==> src/rtl/serial_word_collector_if.sv <==
// rtl/serial_word_collector_if.sv - serial bit input / word output handshake bundle
interface serial_word_collector_if #(
    parameter int WIDTH = 8,
    parameter int DEPTH = 4
);
    logic                     bit_in;
    logic                     bit_valid;
    logic                     frame_start;
    logic                     word_ready;
    logic                     clear_ovf;
    logic [WIDTH-1:0]         word_out;
    logic                     word_valid;
    logic [$clog2(DEPTH):0]   level;
    logic [$clog2(WIDTH)-1:0] bit_pos;
    logic                     frame_err;
    logic                     overflow;

    modport master (
        output bit_in, bit_valid, frame_start, word_ready, clear_ovf,
        input  word_out, word_valid, level, bit_pos, frame_err, overflow
    );

    modport slave (
        input  bit_in, bit_valid, frame_start, word_ready, clear_ovf,
        output word_out, word_valid, level, bit_pos, frame_err, overflow
    );
endinterface

==> src/rtl/serial_word_collector.sv <==
// rtl/serial_word_collector.sv - serial-to-word assembler with output FIFO
module serial_word_collector #(
    parameter int WIDTH     = 8,
    parameter int DEPTH     = 4,
    parameter int LSB_FIRST = 1
) (
    input  logic                   clk,
    input  logic                   reset,
    serial_word_collector_if.slave bus
);
    localparam int PW = $clog2(WIDTH);
    localparam int AW = $clog2(DEPTH);
    localparam int LW = AW + 1;

    logic [WIDTH-1:0] r_shift;
    logic [PW-1:0]    r_bit_pos;
    logic [WIDTH-1:0] r_mem [DEPTH];
    logic [AW-1:0]    r_wr_ptr;
    logic [AW-1:0]    r_rd_ptr;
    logic [LW-1:0]    r_level;
    logic [WIDTH-1:0] r_word_out;
    logic             r_word_valid;
    logic             r_frame_err;
    logic             r_overflow;

    logic [PW-1:0]    w_idx;
    logic [WIDTH-1:0] w_new_word;
    logic [WIDTH-1:0] w_first_word;
    logic [AW-1:0]    w_rd_next;
    logic [LW-1:0]    w_level_nxt;
    logic             w_pop;
    logic             w_last_bit;
    logic             w_complete;
    logic             w_push;
    logic             w_drop;

    assign w_idx = (LSB_FIRST != 0) ? r_bit_pos : PW'(WIDTH - 1) - r_bit_pos;

    always_comb begin
        w_new_word = r_shift;
        for (int i = 0; i < WIDTH; i++) begin
            if (i == int'(w_idx)) w_new_word[i] = bus.bit_in;
        end
    end

    // First bit of a realigned word goes to the slot a fresh word would use.
    always_comb begin
        w_first_word = '0;
        if (LSB_FIRST != 0) w_first_word[0] = bus.bit_in;
        else                w_first_word[WIDTH-1] = bus.bit_in;
    end

    assign w_pop       = r_word_valid & bus.word_ready;
    assign w_last_bit  = (r_bit_pos == PW'(WIDTH - 1));
    assign w_complete  = bus.bit_valid & ~bus.frame_start & w_last_bit;
    assign w_push      = w_complete & ((r_level != LW'(DEPTH)) | w_pop);
    assign w_drop      = w_complete & ~w_push;
    assign w_rd_next   = r_rd_ptr + AW'(1);
    assign w_level_nxt = r_level + LW'(w_push) - LW'(w_pop);

    always_ff @(posedge clk) begin
        if (reset) begin
            r_shift      <= '0;
            r_bit_pos    <= '0;
            r_wr_ptr     <= '0;
            r_rd_ptr     <= '0;
            r_level      <= '0;
            r_word_out   <= '0;
            r_word_valid <= 1'b0;
            r_frame_err  <= 1'b0;
            r_overflow   <= 1'b0;
        end else begin
            r_frame_err <= bus.frame_start && (r_bit_pos != '0);

            if (bus.frame_start) begin
                r_shift   <= bus.bit_valid ? w_first_word : '0;
                r_bit_pos <= bus.bit_valid ? PW'(1) : '0;
            end else if (bus.bit_valid) begin
                r_shift   <= w_new_word;
                r_bit_pos <= w_last_bit ? '0 : r_bit_pos + PW'(1);
            end

            if (w_push) r_wr_ptr <= r_wr_ptr + AW'(1);
            if (w_pop)  r_rd_ptr <= w_rd_next;
            r_level      <= w_level_nxt;
            r_word_valid <= (w_level_nxt != '0);

            // Head register tracks the next FIFO head; it holds when the FIFO drains.
            if (w_pop && (r_level > LW'(1))) begin
                r_word_out <= r_mem[w_rd_next];
            end else if (w_push && ((r_level == '0) || (w_pop && (r_level == LW'(1))))) begin
                r_word_out <= w_new_word;
            end

            if (w_drop)             r_overflow <= 1'b1;
            else if (bus.clear_ovf) r_overflow <= 1'b0;
        end
    end

    always_ff @(posedge clk) begin
        if (!reset && w_push) r_mem[r_wr_ptr] <= w_new_word;
    end

    assign bus.word_out   = r_word_out;
    assign bus.word_valid = r_word_valid;
    assign bus.level      = r_level;
    assign bus.bit_pos    = r_bit_pos;
    assign bus.frame_err  = r_frame_err;
    assign bus.overflow   = r_overflow;
endmodule

==> src/flat_wrapper.sv <==
// flat-port wrapper written by rule: the top's interface ports become plain ports
module serial_word_collector_flat 
#(
    parameter int WIDTH     = 8,
    parameter int DEPTH     = 4,
    parameter int LSB_FIRST = 1
)
  (clk, reset, bus_bit_in, bus_bit_valid, bus_frame_start, bus_word_ready, bus_clear_ovf, bus_word_out, bus_word_valid, bus_level, bus_bit_pos, bus_frame_err, bus_overflow);
  serial_word_collector_if #(.WIDTH(WIDTH), .DEPTH(DEPTH)) bus_i ();
  input  logic clk;
  input  logic reset;
  input wire logic [$bits(bus_i.bit_in)-1:0] bus_bit_in;
  input wire logic [$bits(bus_i.bit_valid)-1:0] bus_bit_valid;
  input wire logic [$bits(bus_i.frame_start)-1:0] bus_frame_start;
  input wire logic [$bits(bus_i.word_ready)-1:0] bus_word_ready;
  input wire logic [$bits(bus_i.clear_ovf)-1:0] bus_clear_ovf;
  output wire logic [$bits(bus_i.word_out)-1:0] bus_word_out;
  output wire logic [$bits(bus_i.word_valid)-1:0] bus_word_valid;
  output wire logic [$bits(bus_i.level)-1:0] bus_level;
  output wire logic [$bits(bus_i.bit_pos)-1:0] bus_bit_pos;
  output wire logic [$bits(bus_i.frame_err)-1:0] bus_frame_err;
  output wire logic [$bits(bus_i.overflow)-1:0] bus_overflow;
  assign bus_i.bit_in = bus_bit_in;
  assign bus_i.bit_valid = bus_bit_valid;
  assign bus_i.frame_start = bus_frame_start;
  assign bus_i.word_ready = bus_word_ready;
  assign bus_i.clear_ovf = bus_clear_ovf;
  assign bus_word_out = bus_i.word_out;
  assign bus_word_valid = bus_i.word_valid;
  assign bus_level = bus_i.level;
  assign bus_bit_pos = bus_i.bit_pos;
  assign bus_frame_err = bus_i.frame_err;
  assign bus_overflow = bus_i.overflow;
  serial_word_collector #(.WIDTH(WIDTH), .DEPTH(DEPTH), .LSB_FIRST(LSB_FIRST)) u_core (.clk(clk), .reset(reset), .bus(bus_i));
endmodule
==> config.mk <==
export PLATFORM = sky130hd
export DESIGN_NAME = serial_word_collector_flat
export DESIGN_NICKNAME = d
export VERILOG_FILES = /design/src/rtl/serial_word_collector_if.sv /design/src/rtl/serial_word_collector.sv /design/src/flat_wrapper.sv
export SDC_FILE = /design/constraint.sdc
export NUM_CORES = 1
export LEC_CHECK = 0
export BUFFER_PORTS_ARGS = -buffer_cell sky130_fd_sc_hd__buf_2
export CAP_MARGIN = 20
export CORE_ASPECT_RATIO = 0.5
export CORE_MARGIN = 3
export CORE_UTILIZATION = 53
export DETAILED_ROUTE_END_ITERATION = 12
export GPL_TIMING_DRIVEN = 1
export PLACE_DENSITY = 0.75
export SKIP_LAST_GASP = 1
export SLEW_MARGIN = 20
export SYNTH_ARGS = -nofsm -noshare
export SYNTH_HDL_FRONTEND = slang
export SYNTH_SLANG_ARGS = --single-unit
export TNS_END_PERCENT = 50
==> constraint.sdc <==
create_clock -name clk -period 1.95 [get_ports clk]
set_input_delay 0.39 -clock clk [delete_from_list [all_inputs] [get_ports clk]]
set_output_delay 0.39 -clock clk [all_outputs]
set_load 0.02 [all_outputs]
==> out/qor.csv, run 1 <==
metric,value,unit
status,"complete, no violations",
clock-pin slew on the worst setup and hold paths,0.07,ns
min cycle time layout,1.85,ns
initial antenna violation count,0,
Setup crit end kind,flip-flop,
post-route design area,3290,um^2
final hold viol count,0,
total wire length,5450,um
nets@finish,278,
layout cells sized above 1,31.4,%
Post-Syn Area,2700,um^2
Layout Utilization,71.0,%
Inserted Diodes,0,
first-pass GRT wire length,8830,um
Startpoint Class,flip-flop,
pre-CTS setup slack,0.0634,ns
Synth area leader,edfxtp_1,
Cells after Synth,218,
Clock Latency Late Sink,0.33,ns
synth cell count leaders,"32 x edfxtp_1, 29 x dfxtp_1, 22 x nor2_1, 15 x inv_1",
placed cell area,3040,um^2
GRT Total Usage,19.5,%
Ports,24,
crit path max-delay cell type,fa_2,
post-route antenna net violation count,0,
die area,6030,um^2
largest net degree at the start of global routing,18,
area delta synth->final,22.2,%
# port buffers,23,
Die X,107,um
Tcrit/Tclk final,94.8,%
ys async rst share,0,%
Worst path top cell family by delay,adder cells,
Crit Path Max Fanout,5,
vias in the first global route,1801,
Setup Crit Path Kind,reg2reg,
Peak Freq,541,MHz
H-tree levels,3,
CP bufs+invs,0,
most frequent CP cell,ha_4,
global route overflow,0,
Max Slew Vio Count,0,
crit-path cells,ha_4 -> ha_4 -> nand3b_1 -> a31oi_4 -> ha_4 -> fa_2 -> nor2_1 -> a21oi_1,
final worst slack,0.101,ns
maximum clock path buffer count,2,
power consumption,3270,uW
"EDFF count, synth",32,
top-count cell post-synth,edfxtp_1,
RSZ-0062 raised after global routing,yes,
warnings from Yosys,0,
skew final,0.00491,ns
CTS tree,built,
dominant cells by area after synthesis,"edfxtp_1 36%, dfxtp_1 22%, mux4_2 6.7%",
DP HPWL,3890,um
"flops & latches, synth",61,
CTS sink cnt,61,
Peak VDD IR,0.602,mV
distinct cell type count after synthesis,34,
register area share after synthesis,57.2,%
Worst Tran Pin Value,0.507,ns
Avg Inst Size Synth,12.4,um^2
Slew HR,66.1,%
routed vias,1756,
drt via density,5.37,
initial drt markers,80,
Leak,0.00125,uW
Max-cap violations,0,
initial core utilization,58.1,%
Critical Path AT,2.07,ns
critical path's largest stage delay,0.44,ns
Pwr per Cell Area,993,nW/um^2
Die Y,56.4,um
post-synth top area share,35.6,%
drt pass-1 iters,4,
CP Data Required Time,2.17,ns
syn nets,240,
gpl congestion,0.788,
DR WL/cell,16.7,um
# DRC,0,
core footprint,4640,um^2
CTS buffer count,9,
"Top FF cell, synth",edfxtp_1,
worst hold path class,in2reg,
FILL cells,334,
CTS root buffer,clkbuf_8,
Rows,17,
# setup viols final,0,
[metal layers]
metal,vias up,track usage (%),part of all wire [%]
met5,-,0,0
met4,0,4.19,0.29
met3,4,7.23,6.9
met2,54,30.8,47
met1,851,26.1,46
li1,847,-,-
[repair_timing]
item / CTS / global route
setup endpoints to repair: 0 / 33
gates resized for setup: 0 / 4
hold buffers: 0 / 0
setup buffers: 0 / 1
[state kept, by name, summed over array words and instances (netlist names)]
signal,cells
u_core.r_mem,32
u_core.bus.word_out,8
u_core.r_shift,8
u_core.bus.bit_pos,3
u_core.bus.level,3
u_core.r_rd_ptr,2
u_core.r_wr_ptr,2
u_core.bus.frame_err,1
u_core.bus.overflow,1
u_core.bus.word_valid,1
[worst paths after layout]
kind                               from                     to  slack (ns)  depth (start not counted)
setup / recovery  u_core.bus.bit_pos[1]  u_core.bus.word_valid        0.10                          8
hold / removal                    reset     u_core.r_wr_ptr[0]        0.30                          2
setup reg to reg  u_core.bus.bit_pos[1]  u_core.bus.word_valid        0.10                          8
hold reg to reg     u_core.bus.overflow    u_core.bus.overflow        0.47                          2
[report_power, final]
part	switching, uW	internal, uW
registers	73.2	1410
clock network	510	725
logic	322	233
[final cells by class]
type	count	area, um^2	area share (%)
Multi-Input combinational cell	131	1100	33.5
Sequential cell	61	1550	47.1
Tap cell	66	82.6	2.51
Clock inverter	7	98.8	3.00
Timing Repair Buffer	38	278	8.43
Inverter	15	56.3	1.71
Clock buffer	9	124	3.76
[worst register-to-register path, stage by stage (launching register included)]
cell and delay [ns]:
dfxtp_4 0.38, ha_4 0.16, ha_4 0.12, nand3b_1 0.10, a31oi_4 0.21, ha_4 0.17, fa_2 0.44, nor2_1 0.09
a21oi_1 0.07
[kinds of logic after synthesis]
family,Yosys count,share of synthesized area (%)
simple gates,64,11.5
flops,61,57.2
buf+inv,26,4.27
compound gates,25,6.03
mux,23,12.5
fa+ha+maj,15,7.24
xor+xnor,4,1.30
[cells in the final DEF (no fill, tap or decap), types with 2 or more instances in the layout]
| master | instances |
|---|---|
| a211o_1 | 2 |
| a211oi_1 | 3 |
| a21oi_1 | 7 |
| a31oi_1 | 2 |
| and2_1 | 4 |
| buf_12 | 4 |
| buf_2 | 23 |
| buf_4 | 11 |
| bufinv_16 | 2 |
| clkbuf_8 | 9 |
| clkinv_4 | 2 |
| dfxtp_1 | 26 |
| dfxtp_4 | 2 |
| edfxtp_1 | 32 |
| ha_1 | 11 |
| ha_4 | 3 |
| inv_1 | 15 |
| mux2_2 | 6 |
| mux2i_1 | 9 |
| mux4_2 | 8 |
| nand2_1 | 14 |
| nand3_1 | 3 |
| nand3b_1 | 2 |
| nor2_1 | 22 |
| nor2b_1 | 5 |
| nor3_1 | 6 |
| o22ai_1 | 6 |
| or2_2 | 3 |
| xor2_1 | 2 |
[through the flow]
stage / hold slack (ns) / instances / setup TNS [ns]
2_1_floorplan: 0.471 / 218 / 0
3_3_place_gp: 0.457 / 310 / 0
3_5_place_dp: 0.467 / 310 / 0
4_1_cts: 0.264 / 326 / 0
5_1_grt: 0.292 / 327 / -0.0542
6_report: 0.295 / 327 / 0
No activity file was read; power rests on OpenSTA's default activity.
==> run 2: changes to the inputs <==
--- a/config.mk
+++ b/config.mk
@@ -5,6 +5,7 @@
 export SDC_FILE = /design/constraint.sdc
 export NUM_CORES = 1
 export LEC_CHECK = 0
+export ABC_AREA = 1
 export BUFFER_PORTS_ARGS = -buffer_cell sky130_fd_sc_hd__buf_2
 export CAP_MARGIN = 20
 export CORE_ASPECT_RATIO = 0.5
==> run 2 against run 1 <==
  * Cell count grew 40%
  * Synthesized area grew 9.0%
  * Clock skew grew 0.0029 ns
  * Maximum frequency shrank 2.2%
==> out/qor.csv, run 2 <==
metric,value,unit
status,"complete, no violations",
Worst Tran Pin Value,0.538,ns
dominant cells by area after synthesis,"edfxtp_1 33%, dfxtp_1 20%, nand2_1 18%",
DR WL/cell,13.8,um
worst hold path class,in2reg,
Tcrit/Tclk final,96.9,%
FILL cells,398,
die area,6530,um^2
maximum clock path buffer count,2,
Top reg by flops,u_core.r_mem,
# resized after CTS,0,
Inserted Diodes,0,
Layout Utilization,69.2,%
vias in the first global route,2178,
skew final,0.00782,ns
max reg flops,32,
# DRC,0,
CTS sink cnt,61,
total wire length,6320,um
Synth area leader,edfxtp_1,
syn nets,353,
min cycle time layout,1.89,ns
RSZ-0062 raised after global routing,yes,
global route overflow,0,
top-count cell post-synth,nand2_1,
H-tree levels,3,
TNS Setup,0,ns
"Top FF cell, synth",edfxtp_1,
post-synth top area share,32.7,%
Crit Path Max Fanout,2,
post-route antenna net violation count,0,
Avg Inst Size Synth,8.88,um^2
Critical Path Start,u_core.bus.bit_pos[1],
# setup viols final,0,
Peak VDD IR,0.682,mV
Startpoint Class,flip-flop,
area delta synth->final,21.0,%
DP HPWL,4540,um
drt pass-1 iters,4,
first-pass GRT wire length,10500,um
Max Slew Vio Count,0,
clock-pin slew on the worst setup and hold paths,0.07,ns
"flops & latches, synth",61,
final hold viol count,0,
GRT Total Usage,21.1,%
Setup Crit Path Kind,reg2reg,
Cells after Synth,331,
Pwr per Cell Area,993,nW/um^2
Leak,0.00154,uW
Max-cap violations,0,
Rows,18,
Clock Latency Late Sink,0.34,ns
Die Y,58.6,um
initial antenna violation count,0,
hold buffer count at cts,0,
"commonest non-fill, non-tap cell in the layout",nand2_1,
# port buffers,23,
initial core utilization,57.2,%
CTS tree,built,
Post-Syn Area,2940,um^2
layout cells sized above 1,27.3,%
post-CTS setup buffers,0,
nets@finish,405,
Critical R2R Launch,u_core.bus.bit_pos[1],
CP Data Required Time,2.18,ns
warnings from Yosys,0,
CTS buffer count,9,
initial drt markers,180,
Slew HR,63.9,%
gpl congestion,0.835,
synth cell count leaders,"137 x nand2_1, 32 x edfxtp_1, 29 x dfxtp_1, 25 x inv_1, 18 x a21oi_1",
Setup crit end kind,flip-flop,
core footprint,5130,um^2
distinct cell type count after synthesis,28,
register area share after synthesis,52.5,%
largest net degree at the start of global routing,25,
routed vias,2278,
ys async rst share,0,%
Die X,111,um
Critical Path AT,2.12,ns
"EDFF count, synth",32,
min-delay src,bus_clear_ovf,
Ports,24,
most frequent cells in the layout,"136 x nand2_1, 32 x edfxtp_1, 26 x dfxtp_1, 24 x buf_4",
drt via density,4.97,
Peak Freq,529,MHz
CTS root buffer,clkbuf_8,
## run 2: cell types whose count changed after synthesis, sizes merged, moves of 8 or more
cell,previous run,this run
mux2i,9,0
nand3,3,11
inv,15,30
a21oi,7,26
o21ai,1,12
mux4,8,0
nand2,14,149
nor2,22,14
## run 2: worst paths after layout
| path | to | slack, ns | depth (start not counted) |
|---|---|---|---|
| worst max-delay path | u_core.bus.word_valid | 0.06 | 11 |
| worst min register to register | u_core.r_shift[4] | 0.47 | 2 |
| worst max register to register | u_core.bus.word_valid | 0.06 | 11 |
| worst min-delay path | u_core.bus.overflow | 0.36 | 4 |
## run 2: layout make-up
cell class	count	area, um^2	share of cell area [%]
clock inverter	6	86.3	2.43
tap	70	87.6	2.46
inverter	30	115	3.24
sequential	61	1550	43.6
timing repair buffer	47	295	8.31
multi-input combinational	234	1280	36.1
clock buffer	10	138	3.87
## run 2: routing by layer
metal / up-vias / wire (um) / track usage, %
met5: - / 0 / 0
met4: 0 / 69 / 7.80
met1: 1051 / 3020 / 28.6
li1: 1165 / - / -
met3: 10 / 397 / 6.26
met2: 52 / 2840 / 32.6
## run 2: cells by family (layout without fill, tap and decap cells)
logic type	Yosys count	after routing	synth area share, %
buffers and inverters	36	93	5.79
adders and majority gates	15	15	6.64
AOI/OAI and AO/OA	40	40	8.01
and+or+nand+nor	178	178	26.8
DFF	61	61	52.5
xor gates and xnor gates	1	1	0.298
## run 2: power breakdown
group | internal (uW) | leakage, uW | switching (uW)
combinational | 306 | 0.000896 | 550
sequential | 1390 | 0.000531 | 44.9
clock | 751 | 0.000112 | 489
total | 2440 | 0.00154 | 1080
## run 2: critical path, cell delays in order (launching register included)
cell,delay (ns)
dfxtp_4,0.35
ha_4,0.16
ha_4,0.16
inv_4,0.05
nor2_4,0.04
nand2_2,0.06
inv_2,0.05
ha_4,0.15
fa_2,0.35
xnor2_2,0.15
o31ai_1,0.19
inv_1,0.06
## run 2: metrics by stage
stage               area (um^2)  power (uW)  hold WS [ns]  worst slack [ns]  cells
floorplan                  3000        2080         0.441           -0.0133    331
global placement           3330        2280         0.451           -0.0435    442
detailed placement         3330        2310         0.461           -0.0872    442
CTS                        3550        3550         0.354           0.00407    458
global route               3550        3710         0.398           -0.0143    458
finish                     3550        3530         0.358            0.0596    458
